--- src/rtl/ysyx_22041412_lsu.sv ---
// Load/store unit: one request at a time from execute, drives the data SRAM strobes
// from latched request fields, and returns load data or an exception code to writeback.
module ysyx_22041412_lsu #(
    parameter int ADDR_WIDTH = 64,
    parameter int DATA_WIDTH = 64
) (
    input  logic                  clk,
    input  logic                  rst,
    input  logic                  in_valid,
    output logic                  in_ready,
    input  logic                  in_load,
    input  logic                  in_store,
    input  logic [2:0]            in_func3,
    input  logic [ADDR_WIDTH-1:0] in_addr,
    input  logic [DATA_WIDTH-1:0] in_wdata,
    input  logic [4:0]            in_rd,
    output logic                  out_valid,
    input  logic                  out_ready,
    output logic [DATA_WIDTH-1:0] out_rdata,
    output logic [4:0]            out_rd,
    output logic [1:0]            out_exc,
    output logic [ADDR_WIDTH-1:0] sram_addr_r,
    output logic                  sram_read_en,
    output logic [2:0]            sram_func3,
    output logic [ADDR_WIDTH-1:0] sram_addr_w,
    output logic                  sram_wead_en,
    output logic [DATA_WIDTH-1:0] sram_data_w,
    input  logic [DATA_WIDTH-1:0] sram_data_r
);

    typedef enum logic [1:0] {
        IDLE,
        REQ,
        WAIT,
        RESP
    } state_t;

    localparam logic [1:0] EXC_NONE     = 2'd0;
    localparam logic [1:0] EXC_MISALIGN = 2'd1;
    localparam logic [1:0] EXC_ILLEGAL  = 2'd2;

    state_t                state;
    logic                  op_load;
    logic                  op_store;
    logic [2:0]            func3_q;
    logic [ADDR_WIDTH-1:0] addr_q;
    logic [DATA_WIDTH-1:0] wdata_q;
    logic                  illegal;
    logic                  misaligned;

    // Request checks only feed registers, so nothing from in_* reaches an output combinationally.
    always_comb begin
        illegal = (in_load == in_store)
                || (in_load && (in_func3 == 3'b111))
                || (in_store && in_func3[2]);
        case (in_func3[1:0])
            2'd0:    misaligned = 1'b0;
            2'd1:    misaligned = in_addr[0];
            2'd2:    misaligned = |in_addr[1:0];
            default: misaligned = |in_addr[2:0];
        endcase
    end

    always_ff @(posedge clk or posedge rst) begin
        if (rst) begin
            state     <= IDLE;
            op_load   <= 1'b0;
            op_store  <= 1'b0;
            func3_q   <= '0;
            addr_q    <= '0;
            wdata_q   <= '0;
            out_valid <= 1'b0;
            out_rdata <= '0;
            out_rd    <= '0;
            out_exc   <= EXC_NONE;
        end else begin
            case (state)
                IDLE: begin
                    if (in_valid) begin
                        op_load   <= in_load;
                        op_store  <= in_store;
                        func3_q   <= in_func3;
                        addr_q    <= in_addr;
                        wdata_q   <= in_wdata;
                        out_rd    <= in_rd;
                        out_rdata <= '0;
                        if (illegal) begin
                            out_exc   <= EXC_ILLEGAL;
                            out_valid <= 1'b1;
                            state     <= RESP;
                        end else if (misaligned) begin
                            out_exc   <= EXC_MISALIGN;
                            out_valid <= 1'b1;
                            state     <= RESP;
                        end else begin
                            out_exc <= EXC_NONE;
                            state   <= REQ;
                        end
                    end
                end
                REQ: begin
                    if (op_load) begin
                        state <= WAIT;
                    end else begin
                        out_valid <= 1'b1;
                        state     <= RESP;
                    end
                end
                WAIT: begin
                    out_rdata <= sram_data_r;
                    out_valid <= 1'b1;
                    state     <= RESP;
                end
                RESP: begin
                    if (out_ready) begin
                        out_valid <= 1'b0;
                        state     <= IDLE;
                    end
                end
                default: state <= IDLE;
            endcase
        end
    end

    // Strobes decode from state, so an async reset drops an in-flight write immediately.
    assign in_ready     = (state == IDLE);
    assign sram_read_en = (state == REQ) && op_load;
    assign sram_wead_en = (state == REQ) && op_store;
    assign sram_addr_r  = addr_q;
    assign sram_addr_w  = addr_q;
    assign sram_func3   = func3_q;
    assign sram_data_w  = wdata_q;

endmodule

--- config.mk ---
export PLATFORM = sky130hd
export DESIGN_NAME = ysyx_22041412_lsu
export DESIGN_NICKNAME = d
export VERILOG_FILES = /design/src/rtl/ysyx_22041412_lsu.sv
export SDC_FILE = /design/constraint.sdc
export NUM_CORES = 1
export LEC_CHECK = 0
export CORE_AREA = 2 2 183 185
export DETAILED_ROUTE_END_ITERATION = 7
export DIE_AREA = 0 0 185 187
export GPL_ROUTABILITY_DRIVEN = 0
export SETUP_SLACK_MARGIN = 0.15
export SYNTH_ARGS = -nofsm -noshare
export SYNTH_HDL_FRONTEND = slang
export SYNTH_SLANG_ARGS = --single-unit
--- constraint.sdc ---
create_clock -name clk -period 16.8 [get_ports clk]
set_clock_uncertainty 0.1 [all_clocks]
set_input_delay 2.52 -clock clk [delete_from_list [all_inputs] [get_ports clk]]
set_output_delay 2.52 -clock clk [all_outputs]
set_load 0.02 [all_outputs]
==> results of run 1 <==
[cell families (layout without fill, tap and decap cells)]
kind of cell / Yosys count / in the layout / share of synthesized area (%)
AO/OA/AOI/OAI: 75 / 75 / 7.824
XOR/XNOR: 1 / 1 / 0.1070
adder cells (fa/ha/maj): 5 / 5 / 0.7641
buffers and inverters: 96 / 530 / 7.946
flip-flops: 207 / 207 / 63.26
multiplexers: 140 / 140 / 19.28
AND/OR/NAND/NOR: 13 / 13 / 0.8100
[cells in the final DEF, fill, tap and decap left out, types with 3 or more instances in the layout]
| master | n |
|---|---|
| mux2_1 | 77 |
| clkdlybuf4s50_1 | 475 |
| clkbuf_8 | 6 |
| ha_1 | 5 |
| bufinv_16 | 6 |
| a22o_1 | 65 |
| clkbuf_1 | 4 |
| nor2_1 | 3 |
| inv_1 | 3 |
| buf_4 | 6 |
| mux2_2 | 62 |
| clkbuf_16 | 25 |
| dfrtp_1 | 207 |
[sequential cells by signal, indices dropped and copies added (netlist names)]
register and cells:
sram_func3 3, sram_addr_r 64, op_store 1, state 2
out_rdata 64, op_load 1, out_rd 5, sram_data_w 64
out_exc 2, out_valid 1
[worst min-delay path: stages (launching register included)]
cell and delay, ns:
dfrtp_1 0.35, nand2_1 0.05, o21ai_0 0.06
[worst paths after layout]
path / startpoint / to / depth (start not counted)
max: in_valid / sram_addr_r[18]$_DFFE_PP0P_ / 5
min: out_exc[1]$_DFFE_PP0P_ / out_exc[1]$_DFFE_PP0P_ / 2
max reg2reg: state[0]$_DFFE_PP0P_ / sram_addr_r[18]$_DFFE_PP0P_ / 6
min reg2reg: out_exc[1]$_DFFE_PP0P_ / out_exc[1]$_DFFE_PP0P_ / 2
max in group asynchronous: rst / out_rdata[50]$_DFFE_PP0P_ / 3
min in group asynchronous: rst / out_rdata[9]$_DFFE_PP0P_ / 2
[cell type report]
| type | count | area, sq um | share of cell area, % |
|---|---|---|---|
| Sequential cell | 207 | 5180 | 37.35 |
| Clock inverter | 10 | 206.4 | 1.489 |
| Tap cell | 448 | 560.5 | 4.042 |
| Timing Repair Buffer | 481 | 4800 | 34.61 |
| Inverter | 4 | 22.52 | 0.1624 |
| Clock buffer | 35 | 723.2 | 5.215 |
| Multi-Input combinational cell | 234 | 2375 | 17.13 |
[routing by layer]
metal	routed length, microns	GRT usage [%]	up-vias
li1	-	-	2683
met1	9759	16.00	2954
met2	12580	24.75	281
met3	2119	4.245	36
met4	687	3.907	2
met5	13	0	-
[stage by stage]
stage / instances / instance area [sq um]
2_1_floorplan: 537 / 8188
3_3_place_gp: 1374 / 12940
3_5_place_dp: 1374 / 12940
4_1_cts: 1419 / 13870
5_1_grt: 1419 / 13870
6_report: 1419 / 13870
[power groups by stage]
stage	clock, mW	combinational [mW]	sequential, mW
finish	0.602	1.56	0.914
global route	0.643	1.64	0.946
CTS	0.624	1.58	0.918
detailed placement	0	1.57	0.922
global placement	0	1.57	0.915
floorplan	0	0.598	1.18
==> results.sh, run 1 <==
export IMPL_status="finished clean"
export IMPL_vias_per_cell=4.197
export IMPL_cts_path_max_buffers=3
export IMPL_synthTopCellsByArea="dfrtp_1, mux2_1, mux2_2"
export IMPL_synth_seq_cells=207
export IMPL_crit_path_end_kind="flip-flop"
export IMPL_die_w_microns=185
export IMPL_cts_setup_buffers=0
export IMPL_synth_top_cell_by_area="dfrtp_1"
export IMPL_ys_flop_type="dfrtp_1"
export IMPL_cts_root_buf="clkbuf_16"
export IMPL_grt_antenna_before_repair=1
export IMPL_r2r_slack_ns=13.49
export IMPL_wl_mm=25.16
export IMPL_clk_pin_slew_ns=0.06
export IMPL_cts_resized=0
export IMPL_combPwrFrac_pct=50.7
export IMPL_synth_cell_type_count=25
export IMPL_hold_viol_final=0
export IMPL_power_mw=3.073
export IMPL_grt_overflow=0
export IMPL_fin_util_pct=42.20
export IMPL_clk_latency_ns=0.51
export IMPL_syn_nets=748
export IMPL_num_vias=5956
export IMPL_arrival_ns=5.27
export IMPL_avgSynthCellArea_sq_um=15.25
export IMPL_cts_sinks=207
export IMPL_synth_enable_flop_cells=0
export IMPL_setup_viol_count_final=0
export IMPL_p_leak_nw=5.783
export IMPL_whs_ns=0.3897
export IMPL_cts_tree="yes"
export IMPL_postLayoutSetupSlackWorst_ns=11.82
export IMPL_ctsHtreeMaxLevel=1
export IMPL_synth_common_cells="dfrtp_1, mux2_1, buf_4"
export IMPL_drive_above_1_share_pct=11.64
export IMPL_syn_cell_area_sq_mm=0.008188
export IMPL_cp_start_kind="input port"
export IMPL_p_switching_mw=1.138
export IMPL_cap_violations=0
export IMPL_synth_async_reset_ratio_pct=100.0
export IMPL_drt_iter0_drc=170
export IMPL_synth_most_common_cell="dfrtp_1"
export IMPL_crit_path_cell_trace="clkdlybuf4s50_1 > nand2_4 > buf_4 > buf_4 > mux2_1"
export IMPL_n_antenna_cell=0
export IMPL_antenna_left=0
export IMPL_crit_fanout=56
export IMPL_drc=0
export IMPL_start_util_pct=24.92
export IMPL_synth_top_area_share_pct=63.26
export IMPL_die_height_microns=187
export IMPL_cts_made_buffers=25
export IMPL_tns_ns=0
export IMPL_grt_pass1_wl_mm=37.34
export IMPL_port_buffers=475
export IMPL_worstPathRequired_ns=17.09
export IMPL_wl_per_cell_microns=17.73
export IMPL_grt_max_degree=99
export IMPL_min_period_ns=4.980
export IMPL_seq_power_share_pct=29.7
export IMPL_placeableCoreArea_sq_mm=0.03286
export IMPL_slowest_stage="buf_4"
export IMPL_ir_worst_vdd_v=0.0001087
export IMPL_slew_viol_final=0
export IMPL_slew_limit_headroom_pct=46.80
export IMPL_power_density_mw_per_mm2=221.6
export IMPL_hold_path_class="flip-flop to flip-flop"
export IMPL_nNetsFinal=1164
export IMPL_nFillCells=3111
export IMPL_switching_share_pct=37.05
export IMPL_clock_fmax_ghz=0.2008
export IMPL_dr_pass1_iters=4
export IMPL_rows=67
export IMPL_ioPinCount=476
export IMPL_grt_usage_pct=13.91
export IMPL_path_class="input port to flip-flop"
export IMPL_cp_common_cell="buf_4"
export IMPL_syn2layout_area_growth_pct=69.36
export IMPL_syn_inst=537
export IMPL_cts_hold_buf=0
export IMPL_rsz0062_at_grt="no"
export IMPL_yosysWarningCount=0
export IMPL_die_area_sq_mm=0.03460
export IMPL_internal_power_mw=1.934
export IMPL_crit_buf_inv=3
export IMPL_dp_slack_ns=11.24
export IMPL_worst_slew_pin_slew_ns=0.7980
export IMPL_clockPowerShare_pct=19.6
export IMPL_min_period_over_period_pct=29.64
export IMPL_max_stage_delay_ns=0.70
export IMPL_crit_family="buffers and inverters"
export IMPL_seq_area_frac_synth_pct=63.26
export IMPL_dpl_hpwl_mm=18.46
export IMPL_grt_pass1_vias=6157
Power figures use the tool's default switching activity.
==> inputs of run 2 (changes only) <==
Clock period 16.8 ns to 4.5 ns, I/O delays scaled along.
==> results.sh, run 2 (same netlist as run 1, synthesis figures left out) <==
export IMPL_clock_fmax_ghz=0.3371
export IMPL_cap_violations=0
export IMPL_num_vias=5948
export IMPL_p_leak_nw=5.767
export IMPL_n_antenna_cell=0
export IMPL_min_period_over_period_pct=65.92
export IMPL_grt_pass1_vias=6195
export IMPL_setup_viol_count_final=0
export IMPL_grt_util_met3_pct=5.315
export IMPL_clk_pin_slew_ns=0.06
export IMPL_grt_overflow=0
export IMPL_layout_commonest_cell="clkdlybuf4s50_1"
export IMPL_cts_hold_buf=0
export IMPL_placeableCoreArea_sq_mm=0.03286
export IMPL_nNetsFinal=1168
export IMPL_cts_resized=0
export IMPL_dpl_hpwl_mm=19.16
export IMPL_rows=67
export IMPL_cp_start_kind="flip-flop"
export IMPL_cts_root_buf="clkbuf_16"
export IMPL_placedCellCount=1378
export IMPL_status="finished clean"
export IMPL_r2r_slack_ns=1.98
export IMPL_cts_path_max_buffers=3
export IMPL_drc=0
export IMPL_tns_ns=0
export IMPL_dp_slack_ns=1.538
export IMPL_final_cells=1422
export IMPL_dr_pass1_iters=4
export IMPL_slew_limit_headroom_pct=41.33
export IMPL_ir_worst_vdd_v=0.0004651
export IMPL_grt_usage_pct=14.24
export IMPL_seqCellArea_sq_mm=0.005180
export IMPL_syn2layout_area_growth_pct=68.84
export IMPL_final_cell_area_sq_mm=0.01382
export IMPL_clk_latency_ns=0.52
export IMPL_gr_usage_met1_pct=16.67
export IMPL_rsz0062_at_grt="no"
export IMPL_nFillCells=3135
export IMPL_power_density_mw_per_mm2=813.3
export IMPL_crit_fanout=5
export IMPL_ctsHtreeMaxLevel=1
export IMPL_port_buffers=475
export IMPL_placed_cell_area_sq_mm=0.01301
export IMPL_postLayoutSetupSlackWorst_ns=1.534
export IMPL_drive_above_1_share_pct=11.81
export IMPL_min_period_ns=2.966
export IMPL_start_util_pct=24.92
export IMPL_arrival_ns=2.19
export IMPL_drt_iter0_drc=129
export IMPL_die_area_sq_mm=0.03460
export IMPL_final_cell_mix="clkdlybuf4s50_1, dfrtp_1, mux2_1, a22o_1, mux2_2"
export IMPL_whs_ns=0.3799
export IMPL_die_w_microns=185
export IMPL_busiest_layer="met2"
export IMPL_ioPinCount=476
export IMPL_multiInputGateArea_sq_mm=0.002375
export IMPL_cts_made_buffers=25
export IMPL_worstPathRequired_ns=3.72
export IMPL_slew_viol_final=0
export IMPL_die_height_microns=187
export IMPL_antenna_left=0
export IMPL_hold_viol_final=0
export IMPL_wl_mm=25.79
export IMPL_grt_pass1_wl_mm=38.07
export IMPL_wl_per_cell_microns=18.14
export IMPL_path_class="flip-flop to output port"
export IMPL_worst_slew_pin_slew_ns=0.8781
export IMPL_hold_path_class="flip-flop to flip-flop"
export IMPL_crit_path_end_kind="output port"
export IMPL_cts_setup_buffers=0
export IMPL_vias_per_cell=4.183
export IMPL_cts_tree="yes"
export IMPL_grt_max_degree=71
export IMPL_grt_antenna_before_repair=1
export IMPL_gr_usage_met2_pct=24.50
export IMPL_cts_sinks=207
## run 2: changes by cell type in the layout (fill, tap and decap cells not counted)
cell	change
buf_12	+4
bufinv_16	-4
clkinv_2	+4
clkbuf_1	+1
clkbuf_8	-1
clkinv_4	-1
clkinvlp_4	+1
inv_8	-1
## run 2: metal layers
layer  vias to the layer above  routed length, microns
met5                         -                      18
li1                       2687                       -
met3                        30                    2602
met4                         2                     616
met1                      2936                   10020
met2                       293                   12530
## run 2: layout make-up
class                      count  area share [%]
clock inverter                 9          0.7059
timing repair buffer         485           35.30
sequential                   207           37.47
multi-input combinational    234           17.18
tap                          448           4.055
inverter                       4          0.1358
clock buffer                  35           5.159
## run 2: worst max-delay path: stages (launching register included)
cell	delay, ns
dfrtp_1	0.43
inv_1	0.13
ha_1	0.41
clkdlybuf4s50_1	0.71
## run 2: worst paths after layout
path | from | to | cells after the start
worst max-delay path | state[0]$_DFFE_PP0P_ | in_ready | 3
worst min-delay path | out_exc[1]$_DFFE_PP0P_ | out_exc[1]$_DFFE_PP0P_ | 2
worst max register to register | state[0]$_DFFE_PP0P_ | out_rdata[13]$_DFFE_PP0P_ | 6
worst min register to register | out_exc[1]$_DFFE_PP0P_ | out_exc[1]$_DFFE_PP0P_ | 2
max in group asynchronous | rst | out_rdata[43]$_DFFE_PP0P_ | 3
min in group asynchronous | rst | sram_data_w[59]$_DFFE_PP0P_ | 2
## run 2: power by group
part           switching, mW  internal, mW  total, mW
clock                  0.794          1.21       2.00
sequential             0.595          2.79       3.38
combinational           2.86          2.99       5.86
## run 2: stage by stage
| step | utilization [%] | power (mW) |
|---|---|---|
| final | 42.07 | 11.24 |
| after global routing | 42.07 | 11.83 |
| after CTS | 42.07 | 11.43 |
| after detailed placement | 39.60 | 9.336 |
| after global placement | 39.60 | 9.270 |
| after floorplan | - | 6.635 |
